$ cat config.mk
export PLATFORM = sky130hd
export DESIGN_NAME = enc_8b10b_rd_flat
export DESIGN_NICKNAME = d
export VERILOG_FILES = /design/src/rtl/enc_8b10b_rd_pkg.sv /design/src/rtl/enc_8b10b_rd_if.sv /design/src/rtl/enc_8b10b_rd_enc_3b4b.sv /design/src/rtl/enc_8b10b_rd.sv /design/src/flat_wrapper.sv
export SDC_FILE = /design/constraint.sdc
export NUM_CORES = 1
export LEC_CHECK = 0
export CAP_MARGIN = 20
export CORE_MARGIN = 2
export CORE_UTILIZATION = 47
export DETAILED_ROUTE_END_ITERATION = 8
export PLACE_DENSITY = 0.79
export SYNTH_ARGS = -nofsm -noshare
export SYNTH_HDL_FRONTEND = slang
export SYNTH_SLANG_ARGS = --single-unit
$ cat constraint.sdc
create_clock -name clk -period 1.9 [get_ports clk]
set_clock_uncertainty 0.2 [all_clocks]
set_input_delay 0.38 -clock clk [delete_from_list [all_inputs] [get_ports clk]]
set_output_delay 0.38 -clock clk [all_outputs]
set_load 0.01 [all_outputs]
$ cat src/rtl/enc_8b10b_rd_pkg.sv
// Shared constants, types and classification helpers for the 8b/10b encoder.
package enc8b10b_pkg;

    localparam logic [7:0] K28_5_BYTE = 8'hBC;
    localparam logic [7:0] K28_1_BYTE = 8'h3C;
    localparam logic       RD_NEG     = 1'b0;
    localparam logic       RD_POS     = 1'b1;

    // Field positions inside the 10-bit symbol (bit 0 leaves the serializer first)
    localparam int unsigned ABCDEI_LSB = 0;
    localparam int unsigned ABCDEI_MSB = 5;
    localparam int unsigned FGHJ_LSB   = 6;
    localparam int unsigned FGHJ_MSB   = 9;

    // Widmer-Franaszek L functions of bits A..D (count of ones / pairing)
    typedef struct packed {
        logic l40;
        logic l04;
        logic l13;
        logic l31;
        logic l22;
    } l_class_t;

    // Classes of the 3-bit FGH field that matter for 4b selection
    typedef enum logic [1:0] {
        C3_X0,
        C3_X3,
        C3_X7,
        C3_OTHER
    } cls3_t;

    // Stage-1 pipeline register contents
    typedef struct packed {
        logic       valid;
        logic [7:0] data;
        logic       k;
        logic       k_ok;
        logic       rd_force;
        l_class_t   l;
        cls3_t      cls3;
    } s1_t;

    function automatic logic is_valid_k(input logic [7:0] byte_in);
        logic [4:0] x;
        logic [2:0] y;
        x = byte_in[4:0];
        y = byte_in[7:5];
        return (x == 5'd28) ||
               ((y == 3'd7) && (x == 5'd23 || x == 5'd27 || x == 5'd29 || x == 5'd30));
    endfunction

    function automatic l_class_t classify_5b(input logic [3:0] abcd);
        logic a, b, c, d, a_eq_b, c_eq_d;
        l_class_t r;
        {d, c, b, a} = abcd;
        a_eq_b = ~(a ^ b);
        c_eq_d = ~(c ^ d);
        r.l40  = a & b & c & d;
        r.l04  = ~a & ~b & ~c & ~d;
        r.l13  = (~a_eq_b & ~c & ~d) | (~c_eq_d & ~a & ~b);
        r.l31  = (~a_eq_b & c & d) | (~c_eq_d & a & b);
        r.l22  = (a & b & ~c & ~d) | (c & d & ~a & ~b) | (~a_eq_b & ~c_eq_d);
        return r;
    endfunction

    function automatic cls3_t classify_3b(input logic [2:0] hgf);
        case (hgf)
            3'b000:  return C3_X0;
            3'b011:  return C3_X3;
            3'b111:  return C3_X7;
            default: return C3_OTHER;
        endcase
    endfunction

endpackage

$ cat src/rtl/enc_8b10b_rd_if.sv
// Byte-in / symbol-out bus of the 8b/10b encoder.
interface enc_8b10b_rd_if;
    logic       in_valid;
    logic [7:0] data_in;
    logic       k_in;
    logic       rd_force;
    logic       out_valid;
    logic [9:0] data_out;
    logic       rd_out;
    logic       code_err;

    modport master (
        output in_valid, data_in, k_in, rd_force,
        input  out_valid, data_out, rd_out, code_err
    );

    modport slave (
        input  in_valid, data_in, k_in, rd_force,
        output out_valid, data_out, rd_out, code_err
    );
endinterface

$ cat src/rtl/enc_8b10b_rd_enc_3b4b.sv
// Combinational 3b/4b encoder: fghj selection and 4b disparity flag.
module enc_3b4b
    import enc8b10b_pkg::*;
(
    input  logic [2:0] fgh,     // {H,G,F}
    input  logic       k,
    input  logic       rd,      // RD after the 6b sub-block
    input  logic       a7_sel,
    output logic [3:0] fghj,    // bit 0 = f
    output logic       flip     // 4b block is unbalanced and toggles RD
);
    logic f, g, h;
    logic f_o, g_o, h_o, j_o;
    logic pd1s4, nd1s4, compl4;

    // Base code from FGH, then complement toward the side the RD allows
    always_comb begin
        {h, g, f} = fgh;
        f_o    = f & ~a7_sel;
        g_o    = g | (~f & ~g & ~h);
        h_o    = h;
        j_o    = (~h & (g ^ f)) | a7_sel;
        nd1s4  = f & g;
        pd1s4  = (~f & ~g) | (k & (f ^ g));
        compl4 = (rd == RD_NEG) ? pd1s4 : nd1s4;
        fghj   = {j_o, h_o, g_o, f_o} ^ {4{compl4}};
        flip   = (~f & ~g) | (f & g & h);
    end
endmodule

$ cat src/rtl/enc_8b10b_rd.sv
// Two-stage pipelined 8b/10b encoder with running-disparity tracking.
module enc_8b10b_rd
    import enc8b10b_pkg::*;
#(
    parameter logic RD_INIT = 1'b0
) (
    input  logic          clk,
    input  logic          rst_n,
    enc_8b10b_rd_if.slave bus
);
    s1_t        s1_d, s1_q;
    logic       a, b, c, d, e;
    logic       ki, rd_cur, rd6, a7_sel;
    logic       pd1s6, nd1s6, flip6, compl6;
    logic [5:0] abcdei_raw;   // bit 0 = a
    logic [3:0] fghj;
    logic       flip4;
    logic [9:0] sym;
    logic       rd_next;
    logic       out_valid_q, rd_q, err_q;
    logic [9:0] data_q;

    // Stage 1 inputs: classify A-D and FGH, validate the K code
    always_comb begin
        s1_d          = '0;
        s1_d.valid    = bus.in_valid;
        s1_d.data     = bus.data_in;
        s1_d.k        = bus.k_in;
        s1_d.k_ok     = is_valid_k(bus.data_in);
        s1_d.rd_force = bus.rd_force;
        s1_d.l        = classify_5b(bus.data_in[3:0]);
        s1_d.cls3     = classify_3b(bus.data_in[7:5]);
    end

    // Stage 1 register
    always_ff @(posedge clk) begin
        if (!rst_n) s1_q <= '0;
        else        s1_q <= s1_d;
    end

    // Stage 2: 6b selection, intermediate RD and the A7 decision
    always_comb begin
        {e, d, c, b, a} = s1_q.data[4:0];
        // Invalid K codes fall back to the D code of the same byte
        ki     = s1_q.k & s1_q.k_ok;
        rd_cur = s1_q.rd_force ? RD_INIT : rd_q;
        abcdei_raw[0] = a;
        abcdei_raw[1] = (b & ~s1_q.l.l40) | s1_q.l.l04;
        abcdei_raw[2] = s1_q.l.l04 | c | (e & d & ~c & ~b & ~a);
        abcdei_raw[3] = d & ~(a & b & c);
        abcdei_raw[4] = (e | s1_q.l.l13) & ~(e & d & ~c & ~b & ~a);
        abcdei_raw[5] = (s1_q.l.l22 & ~e) | (e & ~d & ~c & ~(a & b)) | (e & s1_q.l.l40) |
                        (ki & e & d & c & ~b & ~a) | (e & ~d & c & ~b & ~a);
        // pd1s6: base code is -2 (complement at RD-); nd1s6: base is +2 or D.7
        pd1s6  = (e & d & ~c & ~b & ~a) | (~e & ~s1_q.l.l22 & ~s1_q.l.l31);
        nd1s6  = ki | (e & ~s1_q.l.l22 & ~s1_q.l.l13) | (~e & ~d & c & b & a);
        flip6  = pd1s6 | ki | (e & ~s1_q.l.l22 & ~s1_q.l.l13);
        compl6 = (rd_cur == RD_POS) ? nd1s6 : pd1s6;
        rd6    = rd_cur ^ flip6;
        // A7 candidates all have balanced 6b codes, so rd6 equals the entry RD here
        a7_sel = (s1_q.cls3 == C3_X7) &
                 (ki | ((rd6 == RD_POS) ? (~e & d & s1_q.l.l31) : (e & ~d & s1_q.l.l13)));
    end

    enc_3b4b u_enc_3b4b (
        .fgh    (s1_q.data[7:5]),
        .k      (ki),
        .rd     (rd6),
        .a7_sel (a7_sel),
        .fghj   (fghj),
        .flip   (flip4)
    );

    assign sym[ABCDEI_MSB:ABCDEI_LSB] = abcdei_raw ^ {6{compl6}};
    assign sym[FGHJ_MSB:FGHJ_LSB]     = fghj;
    assign rd_next                    = rd6 ^ flip4;

    // Stage 2 register: outputs and RD update only for valid inputs
    always_ff @(posedge clk) begin
        if (!rst_n) begin
            out_valid_q <= 1'b0;
            data_q      <= '0;
            rd_q        <= RD_INIT;
            err_q       <= 1'b0;
        end else begin
            out_valid_q <= s1_q.valid;
            if (s1_q.valid) begin
                data_q <= sym;
                rd_q   <= rd_next;
                err_q  <= s1_q.k & ~s1_q.k_ok;
            end
        end
    end

    assign bus.out_valid = out_valid_q;
    assign bus.data_out  = data_q;
    assign bus.rd_out    = rd_q;
    assign bus.code_err  = err_q;
endmodule

$ cat src/flat_wrapper.sv
// flat-port wrapper written by rule: the top's interface ports become plain ports
module enc_8b10b_rd_flat import enc8b10b_pkg::*;
#(
    parameter logic RD_INIT = 1'b0
)
  (clk, rst_n, bus_in_valid, bus_data_in, bus_k_in, bus_rd_force, bus_out_valid, bus_data_out, bus_rd_out, bus_code_err);
  enc_8b10b_rd_if bus_i ();
  input  logic clk;
  input  logic rst_n;
  input wire logic [$bits(bus_i.in_valid)-1:0] bus_in_valid;
  input wire logic [$bits(bus_i.data_in)-1:0] bus_data_in;
  input wire logic [$bits(bus_i.k_in)-1:0] bus_k_in;
  input wire logic [$bits(bus_i.rd_force)-1:0] bus_rd_force;
  output wire logic [$bits(bus_i.out_valid)-1:0] bus_out_valid;
  output wire logic [$bits(bus_i.data_out)-1:0] bus_data_out;
  output wire logic [$bits(bus_i.rd_out)-1:0] bus_rd_out;
  output wire logic [$bits(bus_i.code_err)-1:0] bus_code_err;
  assign bus_i.in_valid = bus_in_valid;
  assign bus_i.data_in = bus_data_in;
  assign bus_i.k_in = bus_k_in;
  assign bus_i.rd_force = bus_rd_force;
  assign bus_out_valid = bus_i.out_valid;
  assign bus_data_out = bus_i.data_out;
  assign bus_rd_out = bus_i.rd_out;
  assign bus_code_err = bus_i.code_err;
  enc_8b10b_rd #(.RD_INIT(RD_INIT)) u_core (.clk(clk), .rst_n(rst_n), .bus(bus_i));
endmodule
==> results of run 1 <==
## how the worst max path moves through the flow
stage                     slack [ns]                     end      startpoint  cells after the start
final                          -0.14  u_core.bus.data_out[7]  u_core.s1_q[7]                      6
after detailed placement       -0.20  u_core.bus.data_out[6]        u_core.e                      7
after global routing           -0.19  u_core.bus.data_out[7]        u_core.e                      6
after floorplan                -0.16  u_core.bus.data_out[7]        u_core.e                      7
after global placement         -0.12  u_core.bus.data_out[7]  u_core.s1_q[8]                      6
after CTS                      -0.16  u_core.bus.data_out[7]        u_core.e                      6
## layer usage
metal | vias up | track usage (%) | wire [microns]
met5 | - | 0 | 0
met4 | 0 | 11.4 | 112
met3 | 10 | 5.95 | 177
met2 | 37 | 35.1 | 1820
met1 | 645 | 21.1 | 1420
li1 | 690 | - | -
## registers in the layout, summed over array words and instances, names as in the netlist
| signal | flops |
|---|---|
| u_core.a | 1 |
| u_core.b | 1 |
| u_core.bus.code_err | 1 |
| u_core.bus.data_out | 10 |
| u_core.bus.out_valid | 1 |
| u_core.bus.rd_out | 1 |
| u_core.c | 1 |
| u_core.d | 1 |
| u_core.e | 1 |
| u_core.s1_q | 14 |
## power by group
group	total, mW	internal (mW)	switching (mW)	leakage (nW)
sequential	0.749	0.714	0.0351	0.266
combinational	0.410	0.232	0.178	0.632
clock	0.514	0.275	0.239	0.0422
total	1.67	1.22	0.452	0.940
## synth_stat cells, drive strengths merged (2+ instances only)
cell type and number:
nor2 8, o22ai 2, o211ai 2, xnor2 7
o211a 3, or3 2, a211oi 3, xor2 3
inv 10, o21a 2, clkbuf 6, ha 9
o21ai 6, o2111a 2, nand2 10, a21oi 7
dfxtp 32, and3 4, a311oi 2, mux2i 5
nor2b 11, and2 16
## cells in the final DEF (no fill, tap or decap), drive strengths merged, types with 4 or more instances in the layout
| cell | netlist | layout |
|---|---|---|
| nand2 | 10 | 10 |
| mux2i | 5 | 5 |
| and2 | 16 | 16 |
| nor2b | 11 | 11 |
| o21ai | 6 | 6 |
| buf | 1 | 22 |
| nor2 | 8 | 8 |
| and3 | 4 | 4 |
| inv | 10 | 10 |
| clkbuf | 6 | 6 |
| a21oi | 7 | 7 |
| ha | 9 | 9 |
| dfxtp | 32 | 32 |
| xnor2 | 7 | 7 |
| clkdlybuf4s50 | 0 | 25 |
## stage by stage
step	TNS, ns	utilization (%)	hold WS [ns]
detailed placement	-0.828	62.2	0.269
global route	-0.789	67.3	0.331
CTS	-0.466	66.9	0.292
finish	-0.420	67.3	0.287
floorplan	-0.409	-	0.302
global placement	-0.387	62.2	0.263
## timing repair
action,in CTS,in global routing
pin swaps,5,3
endpoints found under the setup margin,7,11
hold endpoints to repair,0,0
resized for setup,14,3
setup buffers,3,0
## cells by family (layout without fill, tap and decap cells)
group | count (synthesis) | after routing
AO/OA/AOI/OAI | 40 | 40
XOR/XNOR | 10 | 10
adder cells (fa/ha/maj) | 9 | 9
buffers and inverters | 17 | 65
flip-flops | 32 | 32
multiplexers | 6 | 6
AND/OR/NAND/NOR | 57 | 57
## cell type report
class / instances / area [sq um] / share of cell area, %
multi-input cells: 122 / 993 / 44.3
flip-flops and latches: 32 / 648 / 28.9
repair buffers: 47 / 432 / 19.2
well taps: 46 / 57.6 / 2.56
clock buffers: 6 / 41.3 / 1.84
inverters: 10 / 37.5 / 1.67
clock inverters: 2 / 35.0 / 1.56
==> impl_metrics.toml, run 1 <==
[run_status]
outcome = "finished, violations left"
violations = "setup timing"

[power_and_ir_drop]
leakage_nw = 0.940
vdd_drop_max_v = 0.000432
p_total_mw = 1.67
power.density_nw_per_um2 = 745

[critical_path]
timing.rr.end = "u_core.bus.data_out[7]"
crit_slowest_cell = "dfxtp_1"
path_class = "reg2reg"
end_kind = "flop"
crit_required_ns = 1.96
critPathMaxStageDelay_ns = 0.43
crit_family = "simple AND/OR/NAND/NOR gates"
r2r_slack_ns = -0.14
crit_buf_inv = 0
cp-start-kind = "flop"
rr_worst_depth = 6
worstPathArrival_ns = 2.10
cp_max_fo = 4
path_cells = "nor2b_4, or3_4, o211ai_4, mux2_4, xnor2_1, a22o_1"
r2r-start = "u_core.s1_q[7]"

[drt]
drtIter0Drc = 33
first_pass_iters = 4
post_drt_wl_per_cell_microns = 13.3
drc_errors = 0
drt-total-wl_mm = 3.53
vias = 1382
via_per_inst = 5.22
detail-route-antenna-nets = 0

[yosys]
synth_edf_count = 0
synth-adder-area-share_pct = 6.88
synth_area_leader_cell = "dfxtp_1"
synth_fp_nets = 193
yosys.area_share.simple_pct = 20.6
ys_async_sr_fraction_pct = 0
synth_top_family_by_area = "simple AND/OR/NAND/NOR gates"
avgSynthCellArea_sq_um = 9.58
synthDominantCellAreaShare_pct = 39.1
synth_mux_area_share_pct = 3.97
syn_inst = 171
yosysUniqueCellTypes = 49
synth_compound_area_share_pct = 19.7
synthTopCellsByArea = "dfxtp_1 (39%), ha_1 (6.9%), and2_1 (5.3%), nor2b_1 (3.8%), xnor2_1 (3.7%)"
yosysWarnings = 0
syn_area_sq_um = 1640
ys.flop_type = "dfxtp_1"
ys_seq_area_share_pct = 39.1
synth_xor_xnor_area_share_pct = 5.35
ys_ff_latch = 32

[placement]
pre_cts_ws_ns = -0.199
gp_congestion = 0.859
place_hpwl_mm = 2.58
dpl_cell_area_sq_um = 2070
io_buffers = 25
place_inst = 254

[finish]
stdcell_count = 265
fin_nets = 240
n_antenna_cell = 0
filler_cell_count = 276
drive_above_1_share_pct = 25.1
design_area_sq_um = 2240
syn_to_final_growth_pct = 37.1

[clocking]
numCtsBuffers = 5
clock_latency_ns = 0.35
clkTransAtPathRegs_ns = 0.10
cts-root-buf = "clkbuf_4"
cts_hold_buf = 0
cts_tree = "built"
htree_levels = 2
clockBufferDepth = 2
cts.sinks = 32

[worst_hold_path]
hold_path_depth = 1
hp-class = "reg2reg"
whs_endpoint = "u_core.bus.data_out[4]"
min_from = "u_core.bus.data_out[4]"

[sta]
rsz0062_at_grt = "yes"
fin_ws_ns = -0.143
tightest_slew_ns = 0.421
setup_violations = 4
finalHoldViolations = 0
max_freq_mhz = 489
post-route-period-util_pct = 108
relSlewSlack_pct = 71.9
slew_violations = 0
period_needed_ns = 2.04

[die]
fp.dieH_microns = 63.0
core-area_sq_um = 3340
die_w_microns = 63.0
row_count = 21
dieArea_sq_um = 3970
boundaryPins = 26
initial_utilization_pct = 49.1

[global_routing]
grt.overflow.total = 0
antenna_found_initial = 0
track_usage_pct = 20.0
grt_pass1_vias = 1388
grt_pass1_wl_mm = 6.04
grt_max_degree = 31

[run]
max-cap-violations = 0
Note: power is estimated with default switching activity, not from simulation.
==> inputs of run 2 (changes only) <==
TNS_END_PERCENT = 10   (was not set)
==> run 2 against run 1 <==
The flow still finishes with violations (setup timing). Combinational power is 2% lower. Flip-flop and latch count is the same. Register-to-register slack worse by 0.10 ns. Critical path type unchanged. Power down 8.9%. Sequential power down 0.5%. Maximum frequency shrank 4.8%. Design area is 3.3% lower. Largest cell class unchanged. Clock power shrank 27%. Count of clock-buffer cells in the layout down 1.
==> impl_metrics.toml, run 2 (synthesis results as in run 1) <==
[run_status]
outcome = "finished, violations left"
violations = "setup timing"

[critical_path]
crit_required_ns = 1.94
critPathMaxStageDelay_ns = 0.40
crit_slowest_cell = "dfxtp_1"
crit_buf_inv = 1
crit_family = "compound AO/OA/AOI/OAI gates"
r2r-start = "u_core.s1_q[7]"
path_cells = "nor2b_1, buf_4, a32oi_1, o211ai_4, mux2_4, xnor2_2, a22o_1"
worstPathArrival_ns = 2.19
timing.rr.end = "u_core.bus.data_out[7]"
crit_path_start = "u_core.s1_q[7]"
r2r_slack_ns = -0.25
endpoint = "u_core.bus.data_out[7]"
cp_max_fo = 4
cp-start-kind = "flop"
cp.depth = 7
rr_worst_depth = 7
path_class = "reg2reg"
end_kind = "flop"

[drt]
via_per_inst = 5.38
post_drt_wl_per_cell_microns = 13.5
detail-route-antenna-nets = 0
vias = 1430
drtIter0Drc = 42
drc_errors = 0
drt-total-wl_mm = 3.59
first_pass_iters = 4

[finish]
design_area_sq_um = 2170
largest_reg_flops = 14
syn_to_final_growth_pct = 32.5
drive_above_1_share_pct = 22.7
fin_nets = 241
final_cell_mix = "dfxtp_1 (30), clkdlybuf4s50_1 (24), buf_4 (23)"
filler_cell_count = 283
top_register = "u_core.s1_q"
final_common_cell = "dfxtp_1"
n_antenna_cell = 0

[power_and_ir_drop]
leakage_nw = 0.918
p_total_mw = 1.52
power.density_nw_per_um2 = 702
vdd_drop_max_v = 0.000361

[placement]
io_buffers = 25
place_hpwl_mm = 2.69
pre_cts_ws_ns = -0.209
dpl_cell_area_sq_um = 2080
gp_congestion = 0.850

[die]
core-area_sq_um = 3340
row_count = 21
initial_utilization_pct = 49.1
dieArea_sq_um = 3970
boundaryPins = 26
fp.dieH_microns = 63.0
die_w_microns = 63.0

[clocking]
cts.sinks = 32
clkTransAtPathRegs_ns = 0.10
clock_latency_ns = 0.34
numCtsBuffers = 5
cts_hold_buf = 0
cts_tree = "built"
htree_levels = 2
clockBufferDepth = 2
cts-root-buf = "clkbuf_4"

[sta]
post-route-period-util_pct = 113
relSlewSlack_pct = 73.3
finalHoldViolations = 0
period_needed_ns = 2.15
fin_ws_ns = -0.246
tightest_slew_ns = 0.401
max_freq_mhz = 466
setup_violations = 6
rsz0062_at_grt = "yes"
slew_violations = 0

[global_routing]
track_usage_pct = 20.0
grt_pass1_wl_mm = 6.16
grt_pass1_vias = 1435
grt_max_degree = 14
antenna_found_initial = 0
grt.overflow.total = 0

[run]
max-cap-violations = 0

[worst_hold_path]
hp-class = "reg2reg"
==> run 2: cell type report <==
| type | instances | area (sq um) | share of cell area [%] |
|---|---|---|---|
| sequential | 32 | 643 | 29.6 |
| clock inverter | 3 | 18.8 | 0.865 |
| tap | 46 | 57.6 | 2.65 |
| inverter | 10 | 37.5 | 1.73 |
| timing repair buffer | 48 | 422 | 19.4 |
| multi-input combinational | 122 | 955 | 44.0 |
| clock buffer | 5 | 37.5 | 1.73 |
==> run 2: per-layer routing <==
layer,wire (microns),GRT usage (%)
met1,1510,21.7
met2,1780,33.5
met3,158,6.31
met4,139,12.8
met5,0,0
==> run 2: per-stage QoR <==
stage	cells	hold WS [ns]	utilization, %	TNS, ns
finish	266	0.296	65.1	-0.912
global route	266	0.322	65.1	-2.02
CTS	266	0.303	64.6	-0.774
detailed placement	257	0.279	62.2	-0.867
global placement	257	0.263	62.2	-0.432
floorplan	171	0.302	-	-0.538
==> run 2: power breakdown <==
group	switching, mW	total (mW)	leakage [nW]	internal [mW]
Clock	0.235	0.376	0.0349	0.142
Sequential	0.0314	0.745	0.265	0.714
Combinational	0.178	0.402	0.618	0.224
==> run 2: worst min path at each step <==
stage / endpoint / startpoint / slack (ns) / cells after the start
floorplan: u_core.b / bus_data_in[1] / 0.30 / 1
global placement: u_core.bus.data_out[0] / u_core.bus.data_out[0] / 0.26 / 1
detailed placement: u_core.bus.data_out[0] / u_core.bus.data_out[0] / 0.28 / 1
CTS: u_core.bus.data_out[0] / u_core.bus.data_out[0] / 0.30 / 1
global route: u_core.bus.data_out[0] / u_core.bus.data_out[0] / 0.32 / 1
finish: u_core.bus.data_out[0] / u_core.bus.data_out[0] / 0.30 / 1
==> run 2: timing repair <==
item / 4_1_cts / 5_1_grt
pin swaps: 3 / 2
setup endpoints to repair: 11 / 11
gates resized for setup: 5 / 4
buffers inserted: 1 / 0
